$ cat config.mk
export PLATFORM = sky130hd
export DESIGN_NAME = load_sequencer_flat
export DESIGN_NICKNAME = d
export VERILOG_FILES = /design/src/rtl/load_sequencer_if.sv /design/src/rtl/load_sequencer.sv /design/src/flat_wrapper.sv
export SDC_FILE = /design/constraint.sdc
export NUM_CORES = 1
export LEC_CHECK = 0
export ABC_AREA = 0
export BUFFER_PORTS_ARGS = -buffer_cell sky130_fd_sc_hd__buf_2
export CAP_MARGIN = 30
export CORE_MARGIN = 10
export CORE_UTILIZATION = 29
export CTS_CLUSTER_SIZE = 40
export DETAILED_ROUTE_END_ITERATION = 8
export PLACE_DENSITY = 0.48
export SETUP_SLACK_MARGIN = 0.1
export SLEW_MARGIN = 20
export SYNTH_ARGS = -nofsm -noshare
export SYNTH_HDL_FRONTEND = slang
export SYNTH_SLANG_ARGS = --single-unit
$ cat constraint.sdc
create_clock -name clk -period 1.9 [get_ports clk]
set_clock_uncertainty 0.05 [all_clocks]
set_input_delay 0 -clock clk [delete_from_list [all_inputs] [get_ports clk]]
set_output_delay 0 -clock clk [all_outputs]
set_load 0.005 [all_outputs]
$ cat src/rtl/load_sequencer_if.sv
// ---------------------------------------------------------------------------
// load_sequencer_if
//
// Purpose: bundles the command, source-beat, datapath-control and result
// handshake signals of the systolic MAC input sequencer.
//
// Signals:
//   start        command  -> sequencer  begin one load/compute job
//   src_valid    source   -> sequencer  beat valid
//   dest_ready   sequencer -> source    beat accept
//   next_row     sequencer -> datapath  row counter advance pulse
//   next_col     sequencer -> datapath  column counter advance pulse
//   load_in_done datapath -> sequencer  row/column registers filled
//   mac_clear    sequencer -> PE array  accumulator clear pulse
//   shift_en     sequencer -> PE array  systolic shift / MAC enable
//   res_valid    sequencer -> consumer  results stable and valid
//   res_ready    consumer -> sequencer  results taken
//   busy         sequencer -> command   job in progress
//   done         sequencer -> command   job completed pulse
//
// Modports:
//   master : the sequencer side (drives the control outputs)
//   slave  : the surrounding environment (command, source, datapath, consumer)
// ---------------------------------------------------------------------------
interface load_sequencer_if;
  logic start;
  logic src_valid;
  logic dest_ready;
  logic next_row;
  logic next_col;
  logic load_in_done;
  logic mac_clear;
  logic shift_en;
  logic res_valid;
  logic res_ready;
  logic busy;
  logic done;

  modport master (
    input  start,
    input  src_valid,
    input  load_in_done,
    input  res_ready,
    output dest_ready,
    output next_row,
    output next_col,
    output mac_clear,
    output shift_en,
    output res_valid,
    output busy,
    output done
  );

  modport slave (
    output start,
    output src_valid,
    output load_in_done,
    output res_ready,
    input  dest_ready,
    input  next_row,
    input  next_col,
    input  mac_clear,
    input  shift_en,
    input  res_valid,
    input  busy,
    input  done
  );
endinterface

$ cat src/rtl/load_sequencer.sv
// ---------------------------------------------------------------------------
// load_sequencer
//
// Purpose: control FSM for the systolic MAC input datapath. Accepts N
// 64-bit operand beats (row word [63:32], column word [31:0]) from the
// source, pulses the datapath row/column counters once per accepted beat,
// waits for the datapath to report the operand registers full, runs the
// systolic array for COMPUTE_CYCLES shift cycles and then holds the result
// handshake until the consumer takes it.
//
// Parameters:
//   N              matrix dimension = number of load beats (default 4)
//   COMPUTE_CYCLES shift-enable cycles to drain the skewed lanes (default 10)
//   TIMEOUT        maximum WAIT_LD cycles when LOAD_TIMEOUT_EN is defined
//
// Ports:
//   clk    system clock, rising edge
//   reset  synchronous, active-low reset
//   bus    load_sequencer_if.master (command/source/datapath/result signals)
//   err    sticky load-timeout flag (only when LOAD_TIMEOUT_EN is defined)
//
// Build option:
//   LOAD_TIMEOUT_EN  when defined, WAIT_LD gives up after TIMEOUT cycles
//                    without load_in_done, sets err and returns to IDLE.
//                    When undefined, WAIT_LD waits indefinitely and there is
//                    no err port and no timeout counter.
// ---------------------------------------------------------------------------
module load_sequencer #(
  parameter int N              = 4,
  parameter int COMPUTE_CYCLES = 10,
  parameter int TIMEOUT        = 8
) (
  input  logic                    clk,
  input  logic                    reset,
  load_sequencer_if.master        bus
`ifdef LOAD_TIMEOUT_EN
  ,
  output logic                    err
`endif
);

  localparam int BEAT_W = $clog2(N + 1);
  localparam int CMP_W  = $clog2(COMPUTE_CYCLES + 1);

  // Value of the beat counter just before the acceptance that completes
  // the operand set.
  localparam logic [BEAT_W-1:0] BEAT_LAST = BEAT_W'(N - 1);
  // The compute counter is loaded on entry and COMPUTE runs until it has
  // counted down through zero, giving exactly COMPUTE_CYCLES shift cycles.
  localparam logic [CMP_W-1:0]  CMP_LOAD  = CMP_W'(COMPUTE_CYCLES - 1);

  localparam bit PARAMS_OK = (N >= 1) && (COMPUTE_CYCLES >= 1) && (TIMEOUT >= 1);

  generate
    if (!PARAMS_OK) begin : g_bad_params
      $error("load_sequencer: N, COMPUTE_CYCLES and TIMEOUT must all be >= 1");
    end
  endgenerate

  typedef enum logic [2:0] {
    S_IDLE    = 3'd0,
    S_LOAD    = 3'd1,
    S_WAIT_LD = 3'd2,
    S_COMPUTE = 3'd3,
    S_RESULT  = 3'd4
  } state_t;

  state_t             state_reg;
  logic [BEAT_W-1:0]  beat_cnt_reg;
  logic [CMP_W-1:0]   cmp_cnt_reg;

  logic               dest_ready_reg;
  logic               next_row_reg;
  logic               next_col_reg;
  logic               mac_clear_reg;
  logic               shift_en_reg;
  logic               res_valid_reg;
  logic               busy_reg;

`ifdef LOAD_TIMEOUT_EN
  localparam int TMO_W = $clog2(TIMEOUT + 1);
  localparam logic [TMO_W-1:0] TMO_LAST = TMO_W'(TIMEOUT - 1);

  logic [TMO_W-1:0]   tmo_cnt_reg;
  logic               err_reg;
`endif

  always_ff @(posedge clk) begin
    if (!reset) begin
      state_reg      <= S_IDLE;
      beat_cnt_reg   <= '0;
      cmp_cnt_reg    <= '0;
      dest_ready_reg <= 1'b0;
      next_row_reg   <= 1'b0;
      next_col_reg   <= 1'b0;
      mac_clear_reg  <= 1'b0;
      shift_en_reg   <= 1'b0;
      res_valid_reg  <= 1'b0;
      busy_reg       <= 1'b0;
`ifdef LOAD_TIMEOUT_EN
      tmo_cnt_reg    <= '0;
      err_reg        <= 1'b0;
`endif
    end else begin
      // Single-cycle strobes default low; only the branches below raise them.
      next_row_reg  <= 1'b0;
      next_col_reg  <= 1'b0;
      mac_clear_reg <= 1'b0;

      case (state_reg)
        S_IDLE: begin
          if (bus.start) begin
            state_reg      <= S_LOAD;
            beat_cnt_reg   <= '0;
            dest_ready_reg <= 1'b1;
            busy_reg       <= 1'b1;
          end
        end

        S_LOAD: begin
          // load_in_done is deliberately not looked at here: an early
          // report from the datapath before all beats are in is ignored.
          if (bus.src_valid && dest_ready_reg) begin
            beat_cnt_reg <= beat_cnt_reg + BEAT_W'(1);
            next_row_reg <= 1'b1;
            next_col_reg <= 1'b1;
            if (beat_cnt_reg == BEAT_LAST) begin
              state_reg      <= S_WAIT_LD;
              dest_ready_reg <= 1'b0;
`ifdef LOAD_TIMEOUT_EN
              tmo_cnt_reg    <= '0;
`endif
            end
          end
        end

        S_WAIT_LD: begin
          if (bus.load_in_done) begin
            state_reg     <= S_COMPUTE;
            mac_clear_reg <= 1'b1;
            shift_en_reg  <= 1'b1;
            cmp_cnt_reg   <= CMP_LOAD;
          end
`ifdef LOAD_TIMEOUT_EN
          else if (tmo_cnt_reg == TMO_LAST) begin
            // Abandon the job: no done pulse, err stays set until reset.
            state_reg <= S_IDLE;
            busy_reg  <= 1'b0;
            err_reg   <= 1'b1;
          end else begin
            tmo_cnt_reg <= tmo_cnt_reg + TMO_W'(1);
          end
`endif
        end

        S_COMPUTE: begin
          if (cmp_cnt_reg == '0) begin
            state_reg     <= S_RESULT;
            shift_en_reg  <= 1'b0;
            res_valid_reg <= 1'b1;
          end else begin
            cmp_cnt_reg <= cmp_cnt_reg - CMP_W'(1);
          end
        end

        S_RESULT: begin
          if (bus.res_ready) begin
            state_reg     <= S_IDLE;
            res_valid_reg <= 1'b0;
            busy_reg      <= 1'b0;
          end
        end

        default: begin
          state_reg      <= S_IDLE;
          dest_ready_reg <= 1'b0;
          shift_en_reg   <= 1'b0;
          res_valid_reg  <= 1'b0;
          busy_reg       <= 1'b0;
        end
      endcase
    end
  end

  assign bus.dest_ready = dest_ready_reg;
  assign bus.next_row   = next_row_reg;
  assign bus.next_col   = next_col_reg;
  assign bus.mac_clear  = mac_clear_reg;
  assign bus.shift_en   = shift_en_reg;
  assign bus.res_valid  = res_valid_reg;
  assign bus.busy       = busy_reg;
  // done must coincide with the res_ready that completes the handshake, so
  // it is decoded from the registered res_valid and the live res_ready.
  assign bus.done       = res_valid_reg && bus.res_ready;

`ifdef LOAD_TIMEOUT_EN
  assign err = err_reg;
`endif

endmodule

$ cat src/flat_wrapper.sv
// flat-port wrapper written by rule: the top's interface ports become plain ports
module load_sequencer_flat 
#(
  parameter int N              = 4,
  parameter int COMPUTE_CYCLES = 10,
  parameter int TIMEOUT        = 8
)
  (clk, reset, bus_start, bus_src_valid, bus_load_in_done, bus_res_ready, bus_dest_ready, bus_next_row, bus_next_col, bus_mac_clear, bus_shift_en, bus_res_valid, bus_busy, bus_done);
  load_sequencer_if bus_i ();
  input  logic clk;
  input  logic reset;
  input wire logic [$bits(bus_i.start)-1:0] bus_start;
  input wire logic [$bits(bus_i.src_valid)-1:0] bus_src_valid;
  input wire logic [$bits(bus_i.load_in_done)-1:0] bus_load_in_done;
  input wire logic [$bits(bus_i.res_ready)-1:0] bus_res_ready;
  output wire logic [$bits(bus_i.dest_ready)-1:0] bus_dest_ready;
  output wire logic [$bits(bus_i.next_row)-1:0] bus_next_row;
  output wire logic [$bits(bus_i.next_col)-1:0] bus_next_col;
  output wire logic [$bits(bus_i.mac_clear)-1:0] bus_mac_clear;
  output wire logic [$bits(bus_i.shift_en)-1:0] bus_shift_en;
  output wire logic [$bits(bus_i.res_valid)-1:0] bus_res_valid;
  output wire logic [$bits(bus_i.busy)-1:0] bus_busy;
  output wire logic [$bits(bus_i.done)-1:0] bus_done;
  assign bus_i.start = bus_start;
  assign bus_i.src_valid = bus_src_valid;
  assign bus_i.load_in_done = bus_load_in_done;
  assign bus_i.res_ready = bus_res_ready;
  assign bus_dest_ready = bus_i.dest_ready;
  assign bus_next_row = bus_i.next_row;
  assign bus_next_col = bus_i.next_col;
  assign bus_mac_clear = bus_i.mac_clear;
  assign bus_shift_en = bus_i.shift_en;
  assign bus_res_valid = bus_i.res_valid;
  assign bus_busy = bus_i.busy;
  assign bus_done = bus_i.done;
  load_sequencer #(.N(N), .COMPUTE_CYCLES(COMPUTE_CYCLES), .TIMEOUT(TIMEOUT)) u_core (.clk(clk), .reset(reset), .bus(bus_i));
endmodule
==> results.sh <==
export IMPL_status="finished clean"
export IMPL_register_area_um2=323
export IMPL_vdd_drop_max_mv=0.481
export IMPL_cts_buffers=3
export IMPL_ys_seq_elements=16
export IMPL_clk_latency_ps=290
export IMPL_clock_sinks=16
export IMPL_cts_tree="yes"
export IMPL_grt_overflow=0
export IMPL_crit_path_top_delay_cell="dfxtp_1"
export IMPL_synthArstFlopShare_pct=0
export IMPL_crit_buf_inv=0
export IMPL_synth_fp_nets=113
export IMPL_ioPinCount=14
export IMPL_syn_area_um2=887
export IMPL_ys_warn_count=0
export IMPL_setup_tns_ps=0
export IMPL_die_area_mm2=0.00567
export IMPL_vias=744
export IMPL_ant_nets=0
export IMPL_finalCriticalPeriod_ps=1670
export IMPL_grt_max_degree=15
export IMPL_ctsRootBufferMaster="clkbuf_4"
export IMPL_fill_cells=321
export IMPL_cts_setup_buffers=0
export IMPL_max_cap_violations=0
export IMPL_crit_family="flip-flops"
export IMPL_timing_slew_headroom_pct=74.6
export IMPL_report_final_slew_viol_count=0
export IMPL_tightest_slew_ps=381
export IMPL_postSynthAreaPerCell_um2=8.61
export IMPL_h_tree_depth=1
export IMPL_die_y_um=75.3
export IMPL_path_cells="ha_1 -> ha_1 -> nand4_1 -> and3_4 -> a211oi_4 -> mux2i_1"
export IMPL_firstDrtPassIters=2
export IMPL_slowest_delay_ps=360
export IMPL_final_core_util_pct=34.5
export IMPL_reg2reg_depth=6
export IMPL_holdWs_ps=40.4
export IMPL_synth_edf_count=0
export IMPL_cellLeakagePower_nw=0.421
export IMPL_area_delta_synth_final_pct=15.7
export IMPL_crit_path_start_kind="register"
export IMPL_core_mm2=0.00298
export IMPL_dp_hpwl_mm=1.47
export IMPL_fp_dieW_um=75.3
export IMPL_drcViolationCount=0
export IMPL_grt_pass1_wl_mm=3.37
export IMPL_max_freq_ghz=0.599
export IMPL_port_buffer_count=13
export IMPL_worstPathMaxFanout=3
export IMPL_clk_path_buf_depth=2
export IMPL_setup_viol=0
export IMPL_largest_register_ffs=4
export IMPL_ys_seq_area_share_pct=36.1
export IMPL_worstHoldStart="bus_res_ready"
export IMPL_reg2reg_slack_ps=230
export IMPL_hold_class="in -> reg"
export IMPL_first_iter_violations=16
export IMPL_cpMostUsedCell="ha_1"
export IMPL_num_antenna_cells=0
export IMPL_start_util_pct=29.8
export IMPL_wl_per_cell_um=13.1
export IMPL_r2r_end="u_core.state_reg[0]"
export IMPL_finalHoldViolCount=0
export IMPL_ys_types=39
export IMPL_via_per_inst=4.93
export IMPL_end_kind="register"
export IMPL_finalNetCount=130
export IMPL_holdPathStages=4
export IMPL_cp_data_arrival_time_ps=1830
export IMPL_rows=20
export IMPL_grt_pass1_vias=748
export IMPL_drive_gt1_share_pct=23.7
export IMPL_period_share_pct=87.8
export IMPL_power_density_mw_per_mm2=1110
export IMPL_critPathKind="reg -> reg"
export IMPL_crit_required_ps=2060
export IMPL_holdPathEnd="u_core.bus.busy"
export IMPL_clk_pin_slew_worst_paths_ps=100
export IMPL_rsz0062_at_grt="false"
export IMPL_syn_inst=103
export IMPL_ys_flop_type="dfxtp_1"
export IMPL_track_usage_pct=7.59
export IMPL_multi_input_area_um2=507
export IMPL_place_congestion=0.795
export IMPL_antenna_found_initial=0
export IMPL_wirelength_mm=1.98
export IMPL_r2r_start="u_core.beat_cnt_reg[0]"
-- synthesized netlist by cell type, types with 2 or more instances --
library cell	n	area [µm²]
or3_1	3	18.8
nand3_1	4	20.0
nand2_1	8	30.0
o21ai_1	2	10.0
nand4_1	2	12.5
mux2i_1	4	40.0
buf_2	2	10.0
inv_1	5	18.8
nor2_1	11	41.3
nand3b_1	2	15.0
a21oi_1	9	45.0
dfxtp_1	16	320
ha_1	4	50.1
nor3_1	3	15.0
o21ai_0	2	10.0
buf_4	3	22.5
-- layout make-up --
class,count,share of cell area (%)
multi-input cells,75,49.4
repair buffers,18,10.7
clock buffers,3,2.20
inverters,6,2.20
well taps,33,4.02
flip-flops and latches,16,31.5
-- metal layers --
| layer | up-vias | part of all wire (%) | global-route usage, % | wire length, µm |
|---|---|---|---|---|
| met5 | - | 0 | 0 | 0 |
| met4 | 0 | 1.4 | 3.71 | 28 |
| met3 | 4 | 5.4 | 2.21 | 106 |
| met2 | 13 | 43 | 11.6 | 860 |
| met1 | 337 | 50 | 9.49 | 985 |
| li1 | 390 | - | - | - |
-- per-stage QoR --
| step | std cells | setup WS (ps) | area [µm²] | total power [mW] |
|---|---|---|---|---|
| 2_1_floorplan | 103 | 425 | 887 | 0.836 |
| 3_5_place_dp | 145 | 256 | 965 | 0.944 |
| 3_3_place_gp | 145 | 292 | 965 | 0.942 |
| 6_report | 151 | 232 | 1030 | 1.14 |
| 5_1_grt | 151 | 102 | 1030 | 1.24 |
| 4_1_cts | 151 | 215 | 1020 | 1.14 |
-- worst min-delay path, stage by stage --
cell	delay, ps
buf_2	100
nor3_1	50
a2bb2oi_1	140
nor2_1	50
-- repair_timing --
action,in CTS,in global routing
hold endpoints to repair,5,0
resized for setup,0,3
hold buffers,3,0
setup endpoints to repair,0,3
-- how the worst max path moves through the flow --
stage | to | slack, ps | from | cells after the start
global placement | u_core.state_reg[0] | 290 | u_core.state_reg[0] | 4
CTS | u_core.state_reg[0] | 210 | u_core.beat_cnt_reg[0] | 6
detailed placement | u_core.state_reg[0] | 260 | u_core.beat_cnt_reg[0] | 6
floorplan | u_core.state_reg[0] | 420 | u_core.beat_cnt_reg[0] | 6
global route | u_core.state_reg[0] | 100 | u_core.beat_cnt_reg[0] | 6
finish | u_core.state_reg[0] | 230 | u_core.beat_cnt_reg[0] | 6
-- cells in the final DEF (no fill, tap or decap), types with 2 or more instances in the layout --
cell type,count
buf_2,13
nand4_1,2
nor3_1,3
buf_4,2
clkbuf_4,3
dfxtp_1,14
nand3_1,4
nand2_1,8
a21oi_1,9
nor2_1,11
mux2i_1,4
nand3b_1,2
inv_1,5
dlygate4sd3_1,3
or3_1,3
dfxtp_2,2
ha_1,4
o21ai_1,2
o21ai_0,2
-- power breakdown --
part           internal [mW]  switching [mW]
clock network         0.0736           0.113
registers              0.398          0.0936
logic                  0.236           0.223
total                  0.707           0.430
-- cell families (layout without fill, tap and decap cells) --
| kind of cell | Yosys count | count (layout) | synth area share (%) |
|---|---|---|---|
| AO/OA/AOI/OAI | 21 | 21 | 16.5 |
| multiplexers | 4 | 4 | 4.51 |
| adder cells (fa/ha/maj) | 4 | 4 | 5.64 |
| XOR/XNOR | 1 | 1 | 0.987 |
| buffers and inverters | 12 | 27 | 7.47 |
| flip-flops | 16 | 16 | 36.1 |
| AND/OR/NAND/NOR | 45 | 45 | 28.8 |
Note: power is estimated with default switching activity, not from simulation.
